$ cat src/rtl/pipeline_hazard_ctrl_if.sv
// Hazard-control bundle between the 5-stage pipeline datapath and
// pipeline_hazard_ctrl.
//   master : the hazard controller. It reads the hazard sources and drives the
//            stage enables, flushes, dmem request, error flag and counters.
//   slave  : the pipeline datapath. It drives the hazard sources and consumes
//            the controls.
interface pipeline_hazard_ctrl_if #(
  parameter int unsigned CW = 16
);
  // Hazard sources from the pipeline
  logic [4:0]    id_rs1;
  logic [4:0]    id_rs2;
  logic          id_uses_rs2;
  logic          id_ex_memread;
  logic [4:0]    id_ex_rd;
  logic          ex_mem_memacc;
  logic          branch_taken;
  logic          dmem_ready;
  // Controls back to the pipeline
  logic          dmem_req;
  logic          pc_write;
  logic          if_id_write;
  logic          id_ex_write;
  logic          ex_mem_write;
  logic          if_id_flush;
  logic          id_ex_flush;
  logic          ex_mem_flush;
  logic          mem_wb_bubble;
  logic          mem_err;
  logic [CW-1:0] stall_cnt;
  logic [CW-1:0] flush_cnt;

  modport master (
    input  id_rs1, id_rs2, id_uses_rs2, id_ex_memread, id_ex_rd,
    input  ex_mem_memacc, branch_taken, dmem_ready,
    output dmem_req, pc_write, if_id_write, id_ex_write, ex_mem_write,
    output if_id_flush, id_ex_flush, ex_mem_flush, mem_wb_bubble,
    output mem_err, stall_cnt, flush_cnt
  );

  modport slave (
    output id_rs1, id_rs2, id_uses_rs2, id_ex_memread, id_ex_rd,
    output ex_mem_memacc, branch_taken, dmem_ready,
    input  dmem_req, pc_write, if_id_write, id_ex_write, ex_mem_write,
    input  if_id_flush, id_ex_flush, ex_mem_flush, mem_wb_bubble,
    input  mem_err, stall_cnt, flush_cnt
  );
endinterface

$ cat src/rtl/pipeline_hazard_ctrl.sv
// Hazard and sequencing controller for a 5-stage RISC-V pipeline.
// The controller resolves three hazards in priority order:
//   1. Freeze: a data memory access is outstanding. The whole pipeline holds
//      and MEM_WB takes a bubble.
//   2. Branch flush: a branch resolved taken in MEM. The PC loads the target
//      and IF_ID, ID_EX and EX_MEM are squashed.
//   3. Load-use: the instruction in ID needs the result of a load in EX. PC and
//      IF_ID hold and a bubble goes into ID_EX.
// The controller also keeps saturating stall and flush counters and a sticky
// memory-timeout flag.
// Ports:
//   clk   : rising-edge clock
//   reset : asynchronous, active-low reset
//   bus   : hazard sources in, stage controls and status out
//           (see pipeline_hazard_ctrl_if)
module pipeline_hazard_ctrl #(
  parameter int unsigned CW      = 16,
  parameter int unsigned TIMEOUT = 15
) (
  input logic                   clk,
  input logic                   reset,
  pipeline_hazard_ctrl_if.master bus
);

  localparam logic [1:0] StRun     = 2'd0;
  localparam logic [1:0] StMemWait = 2'd1;
  localparam logic [1:0] StErr     = 2'd2;

  localparam logic [7:0]    TimeoutVal = 8'(TIMEOUT);
  localparam logic [CW-1:0] CntMax     = {CW{1'b1}};

  logic [1:0]    state_q, state_d;
  logic [7:0]    wait_cnt_q, wait_cnt_d;
  logic [CW-1:0] stall_cnt_q, stall_cnt_d;
  logic [CW-1:0] flush_cnt_q, flush_cnt_d;
  logic          mem_err_q, mem_err_d;

  logic freeze;
  logic branch_flush;
  logic load_use;
  logic raw_dep;

  // Hazard decode
  always_comb begin
    freeze = ((state_q == StRun) && bus.ex_mem_memacc && !bus.dmem_ready) ||
             ((state_q == StMemWait) && !bus.dmem_ready) ||
             (state_q == StErr);
    raw_dep = (bus.id_ex_rd == bus.id_rs1) ||
              (bus.id_uses_rs2 && (bus.id_ex_rd == bus.id_rs2));
    branch_flush = !freeze && bus.branch_taken;
    // The dependent instruction is squashed by a taken branch, so no stall then.
    load_use = !freeze && !bus.branch_taken && bus.id_ex_memread &&
               (bus.id_ex_rd != 5'd0) && raw_dep;
  end

  // Stage controls. Reset gates them directly so they reach their safe values
  // without waiting for a clock edge.
  always_comb begin
    bus.pc_write      = 1'b1;
    bus.if_id_write   = 1'b1;
    bus.id_ex_write   = 1'b1;
    bus.ex_mem_write  = 1'b1;
    bus.if_id_flush   = 1'b0;
    bus.id_ex_flush   = 1'b0;
    bus.ex_mem_flush  = 1'b0;
    bus.mem_wb_bubble = 1'b0;
    bus.dmem_req      = 1'b0;

    if (!reset) begin
      bus.pc_write      = 1'b0;
      bus.if_id_write   = 1'b0;
      bus.id_ex_write   = 1'b0;
      bus.ex_mem_write  = 1'b0;
      bus.mem_wb_bubble = 1'b1;
    end else begin
      case (state_q)
        StRun:     bus.dmem_req = bus.ex_mem_memacc;
        StMemWait: bus.dmem_req = 1'b1;
        default:   bus.dmem_req = 1'b0;
      endcase

      if (freeze) begin
        bus.pc_write      = 1'b0;
        bus.if_id_write   = 1'b0;
        bus.id_ex_write   = 1'b0;
        bus.ex_mem_write  = 1'b0;
        bus.mem_wb_bubble = 1'b1;
      end else if (branch_flush) begin
        bus.if_id_flush  = 1'b1;
        bus.id_ex_flush  = 1'b1;
        bus.ex_mem_flush = 1'b1;
      end else if (load_use) begin
        bus.pc_write    = 1'b0;
        bus.if_id_write = 1'b0;
        bus.id_ex_flush = 1'b1;
      end
    end
  end

  // Next-state logic
  always_comb begin
    state_d     = state_q;
    wait_cnt_d  = wait_cnt_q;
    mem_err_d   = mem_err_q;
    stall_cnt_d = stall_cnt_q;
    flush_cnt_d = flush_cnt_q;

    case (state_q)
      StRun: begin
        if (bus.ex_mem_memacc && !bus.dmem_ready) begin
          state_d    = StMemWait;
          wait_cnt_d = 8'd1;
        end
      end
      StMemWait: begin
        if (bus.dmem_ready) begin
          state_d    = StRun;
          wait_cnt_d = 8'd0;
        end else if (wait_cnt_q == TimeoutVal) begin
          state_d   = StErr;
          mem_err_d = 1'b1;
        end else begin
          wait_cnt_d = wait_cnt_q + 8'd1;
        end
      end
      StErr: state_d = StErr;
      default: state_d = StRun;
    endcase

    if ((freeze || load_use) && (stall_cnt_q != CntMax)) begin
      stall_cnt_d = stall_cnt_q + CW'(1);
    end
    if (branch_flush && (flush_cnt_q != CntMax)) begin
      flush_cnt_d = flush_cnt_q + CW'(1);
    end
  end

  always_ff @(posedge clk or negedge reset) begin
    if (!reset) begin
      state_q     <= StRun;
      wait_cnt_q  <= 8'd0;
      stall_cnt_q <= '0;
      flush_cnt_q <= '0;
      mem_err_q   <= 1'b0;
    end else begin
      state_q     <= state_d;
      wait_cnt_q  <= wait_cnt_d;
      stall_cnt_q <= stall_cnt_d;
      flush_cnt_q <= flush_cnt_d;
      mem_err_q   <= mem_err_d;
    end
  end

  assign bus.stall_cnt = stall_cnt_q;
  assign bus.flush_cnt = flush_cnt_q;
  assign bus.mem_err   = mem_err_q;

endmodule

$ cat src/flat_wrapper.sv
// flat-port wrapper written by rule: the top's interface ports become plain ports
module pipeline_hazard_ctrl_flat 
#(
  parameter int unsigned CW      = 16,
  parameter int unsigned TIMEOUT = 15
)
  (clk, reset, bus_id_rs1, bus_id_rs2, bus_id_uses_rs2, bus_id_ex_memread, bus_id_ex_rd, bus_ex_mem_memacc, bus_branch_taken, bus_dmem_ready, bus_dmem_req, bus_pc_write, bus_if_id_write, bus_id_ex_write, bus_ex_mem_write, bus_if_id_flush, bus_id_ex_flush, bus_ex_mem_flush, bus_mem_wb_bubble, bus_mem_err, bus_stall_cnt, bus_flush_cnt);
  pipeline_hazard_ctrl_if #(.CW(CW)) bus_i ();
  input logic clk;
  input logic reset;
  input wire logic [$bits(bus_i.id_rs1)-1:0] bus_id_rs1;
  input wire logic [$bits(bus_i.id_rs2)-1:0] bus_id_rs2;
  input wire logic [$bits(bus_i.id_uses_rs2)-1:0] bus_id_uses_rs2;
  input wire logic [$bits(bus_i.id_ex_memread)-1:0] bus_id_ex_memread;
  input wire logic [$bits(bus_i.id_ex_rd)-1:0] bus_id_ex_rd;
  input wire logic [$bits(bus_i.ex_mem_memacc)-1:0] bus_ex_mem_memacc;
  input wire logic [$bits(bus_i.branch_taken)-1:0] bus_branch_taken;
  input wire logic [$bits(bus_i.dmem_ready)-1:0] bus_dmem_ready;
  output wire logic [$bits(bus_i.dmem_req)-1:0] bus_dmem_req;
  output wire logic [$bits(bus_i.pc_write)-1:0] bus_pc_write;
  output wire logic [$bits(bus_i.if_id_write)-1:0] bus_if_id_write;
  output wire logic [$bits(bus_i.id_ex_write)-1:0] bus_id_ex_write;
  output wire logic [$bits(bus_i.ex_mem_write)-1:0] bus_ex_mem_write;
  output wire logic [$bits(bus_i.if_id_flush)-1:0] bus_if_id_flush;
  output wire logic [$bits(bus_i.id_ex_flush)-1:0] bus_id_ex_flush;
  output wire logic [$bits(bus_i.ex_mem_flush)-1:0] bus_ex_mem_flush;
  output wire logic [$bits(bus_i.mem_wb_bubble)-1:0] bus_mem_wb_bubble;
  output wire logic [$bits(bus_i.mem_err)-1:0] bus_mem_err;
  output wire logic [$bits(bus_i.stall_cnt)-1:0] bus_stall_cnt;
  output wire logic [$bits(bus_i.flush_cnt)-1:0] bus_flush_cnt;
  assign bus_i.id_rs1 = bus_id_rs1;
  assign bus_i.id_rs2 = bus_id_rs2;
  assign bus_i.id_uses_rs2 = bus_id_uses_rs2;
  assign bus_i.id_ex_memread = bus_id_ex_memread;
  assign bus_i.id_ex_rd = bus_id_ex_rd;
  assign bus_i.ex_mem_memacc = bus_ex_mem_memacc;
  assign bus_i.branch_taken = bus_branch_taken;
  assign bus_i.dmem_ready = bus_dmem_ready;
  assign bus_dmem_req = bus_i.dmem_req;
  assign bus_pc_write = bus_i.pc_write;
  assign bus_if_id_write = bus_i.if_id_write;
  assign bus_id_ex_write = bus_i.id_ex_write;
  assign bus_ex_mem_write = bus_i.ex_mem_write;
  assign bus_if_id_flush = bus_i.if_id_flush;
  assign bus_id_ex_flush = bus_i.id_ex_flush;
  assign bus_ex_mem_flush = bus_i.ex_mem_flush;
  assign bus_mem_wb_bubble = bus_i.mem_wb_bubble;
  assign bus_mem_err = bus_i.mem_err;
  assign bus_stall_cnt = bus_i.stall_cnt;
  assign bus_flush_cnt = bus_i.flush_cnt;
  pipeline_hazard_ctrl #(.CW(CW), .TIMEOUT(TIMEOUT)) u_core (.clk(clk), .reset(reset), .bus(bus_i));
endmodule
$ cat config.mk
export PLATFORM = sky130hd
export DESIGN_NAME = pipeline_hazard_ctrl_flat
export DESIGN_NICKNAME = d
export VERILOG_FILES = /design/src/rtl/pipeline_hazard_ctrl_if.sv /design/src/rtl/pipeline_hazard_ctrl.sv /design/src/flat_wrapper.sv
export SDC_FILE = /design/constraint.sdc
export NUM_CORES = 1
export LEC_CHECK = 0
export BUFFER_PORTS_ARGS = -buffer_cell sky130_fd_sc_hd__buf_4
export CAP_MARGIN = 25
export CELL_PAD_IN_SITES_DETAIL_PLACEMENT = 1
export CELL_PAD_IN_SITES_GLOBAL_PLACEMENT = 2
export CORE_MARGIN = 1.5
export CORE_UTILIZATION = 32
export CTS_CLUSTER_SIZE = 12
export DETAILED_ROUTE_END_ITERATION = 10
export PLACE_DENSITY_LB_ADDON = 0.1
export SLEW_MARGIN = 20
export SYNTH_ARGS = -nofsm -noshare
export SYNTH_HDL_FRONTEND = slang
export SYNTH_SLANG_ARGS = --single-unit
export TNS_END_PERCENT = 20
$ cat constraint.sdc
create_clock -name clk -period 2.3 [get_ports clk]
set_input_delay 0.23 -clock clk [delete_from_list [all_inputs] [get_ports clk]]
set_output_delay 0.23 -clock clk [all_outputs]
set_load 0.005 [all_outputs]
# Word-level counts from Yosys, hierarchy flattened
# Cells that the tools add are included.
# Widths: inputs -> output; s select.
# word_totals
inputBits	22
memories	0
latch_bits	0
romBits	0
elab_cells	69
register_bits	43
output_inout_bits	42
ram_bits	0
# classes
n_mul	0
shifts	0
n_addsub	3
reduce_logical	25
n_lt_le_gt_ge	0
bitwise	1
div	0
mux	25
eq_ne	10
# ops
op	count
$add 16x1->16 const B	2
$ne 16x16->1 const B	2
$mux 8	3
$mux 1	16
$pmux 8 s2	1
$logic_and 1x1->1	12
$eq 5x5->1	2
$add 8x1->8 const B	1
$eq 8x4->1 const B	1
$mux 2	3
$ne 3x3->1 const B	2
$pmux 2 s3	1
$reduce_and 3->1	2
$reduce_bool 5->1	1
$logic_or 1x1->1	4
$logic_not 1->1	3
$eq 2x1->1 const B	1
$eq 2x2->1 const B	1
$logic_not 2->1	1
$ne 2x2->1 const B	1
$pmux 1 s2	1
$reduce_and 2->1	1
$reduce_bool 2->1	1
$not 1->1	1

# Longest topological paths before layout
# depth
depth_word	14
depth_mapped	8
ltp_nobuf	7

# Least setup slack after synthesis
# Ideal clock, no wire load.
# synth_timing
kind	flip-flop to flip-flop
from	reg u_core.stall_cnt_q[0] (netlist: u_core.bus.stall_cnt[0])
to	reg u_core.stall_cnt_q[1] (netlist: u_core.bus.stall_cnt[1])
synth_period_minus_slack_ns	2.000
path_slack_ns	0.300
t_arrival_ns	1.873
required_time_ns	2.173
stages_incl_launch_ff	8
setup_time_ns	0.127
path_buffers	1
path_cell_list	dfrtp_1 > ha_1 > nand3_2 > nor3_2 > a21oi_1 > o21ba_4 > buf_6 > mux2_1
# synth_between
elab_chain_len	2
word_cells_on_any_way	3
cone_classes	add/sub (1); eq/ne (1); reduce/logical (1)
# synth_lines
item	line_no	text
start, declared	pipeline_hazard_ctrl.sv:34	logic [CW-1:0] stall_cnt_q, stall_cnt_d;
start signal, assigned	pipeline_hazard_ctrl.sv:148	stall_cnt_q <= stall_cnt_d;
branches (longest 2 deep; another with $add 16x1->16)	n/a	
# Several ways; the timed one is not identified.
# A chain may end at the register's enable or synchronous reset.

# Worst setup path in the final report
# Ends and elaborated chain as after synthesis.

==> impl_metrics.csv <==
group,metric,value,unit
synthesis,ys_types,44,
pwr,p_per_area,832,mW/mm²
synthesis,synthesis.nets,255,
synthesis,synth_async_sr_flop_share,100,%
place,routability_cong,0.700,
die,die_area,0.00788,mm²
final_layout,antenna_cells_inserted,0,
global_routing,grt.overflow.total,0,
sta,summed_negative_setup_slack_over_all_endpoints,0,ps
synthesis,postSynthAreaPerCell,10.2,µm²
sta,tightest_slew,654,ps
drt,detail_route.vias_per_cell,4.69,
global_routing,antenna_found_initial,0,
worst_setup_path,worst_r2r_path_depth,6,
cts,cts_htree_levels,2,
worst_setup_path,worstReg2RegStart,"u_core.bus.stall_cnt[0]$_DFFE_PN0P_",
place,post-place-cells,388,
drt,drt_drc_violations_left,0,
sta,timing_max_transition_violations_final,0,
synthesis,cells_after_synthesis,230,
die,initial_standard_cell_utilization_of_the_core,32.8,%
die,floorplan.die.height,88.8,µm
synthesis,post_synth_instance_area,0.00235,mm²
sta,final_period_minus_worst_setup_slack,2110,ps
cts,cts_num_sinks,43,
pwr,leakagePower,1.41,nW
hold_path,min_delay_path_depth,3,
worst_setup_path,cp_data_arrival_time,2290,ps
final_layout,mostFrequentLayoutCell,"buf_4",
drt,routed-via-count,1859,
final_layout,mostFrequentLayoutCells,"buf_4, dfrtp_1, xor2_1",
final_layout,layout-drive-gt1-share,31.6,%
worst_setup_path,critical_path_required,2480,ps
sta,hold_viol_final,0,
hold_path,worstHoldEndpoint,"u_core.state_q[0]$_DFFE_PN0P_",
final_layout,final_cell_count_no_fill,396,
synthesis,yosys_warnings,0,
die,floorplan.die.width,88.8,µm
drt,routed_wire_length_per_instance,14.1,µm
global_routing,via_count_of_the_first_global_routing_pass,1904,
global_routing,wire_length_of_the_first_global_routing_pass,9390,µm
final_layout,design.final.nets,322,
drt,detail_route.wirelength,5600,µm
hold_path,min_from,"bus_ex_mem_memacc",
drt,firstDrtPassIters,4,
die,core_area,0.00718,mm²
synthesis,synthFlopType,"dfrtp_1",
cts,longest_clk_path_bufs,2,
final_layout,layout-area-overhead-vs-synth,29.2,%
pwr,worst_ir_drop_vdd,0.265,mV
die,placement_rows,31,
worst_setup_path,r2r_setup_slack,190,ps
cts,cts-buffers-inserted,5,
sta,setup_viol_count_final,0,
synthesis,ys_seq_area_share,45.7,%
worst_setup_path,worst_r2r_endpoint,"u_core.bus.stall_cnt[1]$_DFFE_PN0P_",
place,port_buffers,63,
die,io_pins,64,
drt,number_of_nets_with_antenna_violations_after_detailed_routing,0,
synthesis,synth_enable_flop_cells,0,
sta,clock.fmax,474,MHz
sta,fin_ws,191,ps
cts,clk_transition_reported_paths,80,ps
place,preCtsSetupSlack,124,ps
cts,tritoncts,"yes",
sta,unrepaired_setup_endpoints_after_global_routing,"no",
cts,clock_insertion_delay_at_the_later_pin_of_the_skew_report,300,ps
sta,fin_worst_skew,10.6,ps
worst_setup_path,worst-setup-path-type,"reg2reg",
cts,cts_root_buf,"clkbuf_8",
global_routing,maximum_number_of_pins_on_one_net_before_global_route_repair,25,
place,dp.final_hpwl,4250,µm
worst_setup_path,setup.worst_path.end_class,"flip-flop",
status,outcome,"complete, no violations",
sta,timing.slew.headroom,56.0,%
global_routing,gr-usage-all-layers,15.3,%
run,cap_viol_max_count,0,
worst_setup_path,critical_path.startpoint_type,"flip-flop",
hold_path,worst_min_path_class,"in2reg",
synthesis,synth_seq_cells,43,
worst_setup_path,timing.critical_path.fanout_max,14,
drt,violation_count_after_the_first_detailed_route_iteration,35,
sta,layout_worst_path_cycle_share,91.7,%
## cells by family after synthesis
group | after synthesis | synth area share [%]
AO/OA/AOI/OAI | 22 | 7.97
XOR/XNOR | 42 | 15.6
adder cells (fa/ha/maj) | 3 | 1.59
buffers and inverters | 13 | 3.08
flip-flops | 43 | 45.7
multiplexers | 4 | 1.91
AND/OR/NAND/NOR | 103 | 24.1
## sequential cells by signal, indices dropped and copies added (netlist names)
name	count
u_core.bus.flush_cnt	16
u_core.bus.stall_cnt	16
u_core.wait_cnt_q	8
u_core.state_q	2
u_core.bus.mem_err	1
## cell type report
cell class,count,area (µm²)
fillers,836,4130
multi-input cells,174,1210
flip-flops and latches,43,1080
repair buffers,66,498
well taps,99,124
clock buffers,5,68.8
clock inverters,2,37.5
inverters,7,26.3
## synthesized netlist by cell type, types with 2 or more instances
cell type | number | area, µm²
inv_1 | 7 | 26.3
o31ai_1 | 2 | 15.0
buf_4 | 4 | 30.0
nand4_1 | 7 | 43.8
and4_4 | 2 | 22.5
mux2_2 | 3 | 33.8
nor3b_1 | 2 | 15.0
nand2_1 | 23 | 86.3
nor2_1 | 30 | 113
nand2b_1 | 4 | 25.0
nor4_1 | 3 | 18.8
nor3_2 | 6 | 60.1
dfrtp_1 | 43 | 1080
o211ai_1 | 2 | 15.0
nor4_2 | 2 | 25.0
nand3_1 | 8 | 40.0
and3_1 | 5 | 31.3
xor2_1 | 33 | 289
and2_1 | 2 | 12.5
o21ai_0 | 3 | 15.0
xnor2_1 | 9 | 78.8
nor3_1 | 2 | 10.0
ha_1 | 3 | 37.5
a21o_1 | 2 | 15.0
nand3_2 | 2 | 20.0
a21oi_1 | 3 | 15.0
## worst max-delay path: stages (launching register included)
cell and delay [ps]:
dfrtp_1 430, ha_1 240, nand3_2 160, nor3_4 300, a21oi_1 150, o21ba_4 380
mux2_1 350
## report_power, final
group / switching [mW] / total (mW) / internal, mW
clock network: 0.266 / 0.584 / 0.318
logic: 0.352 / 0.791 / 0.438
registers: 0.230 / 1.16 / 0.926
## through the flow
step	power [mW]	utilization, %	cell area, µm²	hold WS [ps]
3_3_place_gp	1.95	40.7	2920	147
6_report	2.53	42.4	3040	252
2_1_floorplan	1.53	-	2350	-65.6
4_1_cts	2.58	42.3	3040	237
5_1_grt	2.73	42.4	3040	262
3_5_place_dp	1.97	40.7	2920	146
## metal layers
metal / share of wire (%) / vias to the layer above / global-route usage [%]
met5: 0 / - / 0
met4: 1.2 / 0 / 4.26
met3: 5.3 / 5 / 3.17
met2: 47 / 42 / 25.8
met1: 47 / 901 / 19.8
li1: - / 911 / -
## worst max-delay path by stage
stage / from / to / slack (ps) / cells after the start
CTS: u_core.bus.stall_cnt[0]$_DFFE_PN0P_ / u_core.bus.stall_cnt[1]$_DFFE_PN0P_ / 100 / 6
detailed placement: u_core.bus.stall_cnt[0]$_DFFE_PN0P_ / u_core.bus.stall_cnt[1]$_DFFE_PN0P_ / 120 / 6
global placement: u_core.bus.stall_cnt[0]$_DFFE_PN0P_ / u_core.bus.stall_cnt[1]$_DFFE_PN0P_ / 220 / 6
global route: u_core.bus.stall_cnt[0]$_DFFE_PN0P_ / u_core.bus.stall_cnt[1]$_DFFE_PN0P_ / 40 / 6
finish: u_core.bus.stall_cnt[0]$_DFFE_PN0P_ / u_core.bus.stall_cnt[1]$_DFFE_PN0P_ / 190 / 6
floorplan: u_core.bus.stall_cnt[0]$_DFFE_PN0P_ / u_core.bus.stall_cnt[1]$_DFFE_PN0P_ / 300 / 7
## what timing repair did
action                                  in CTS  in global routing
endpoints found under the hold margin       19                  0
hold buffers                                 1                  0
resized for setup                            0                  1
endpoints found under the setup margin       0                  1
buffers inserted                             0                  0
Note: power is estimated with default switching activity, not from simulation.
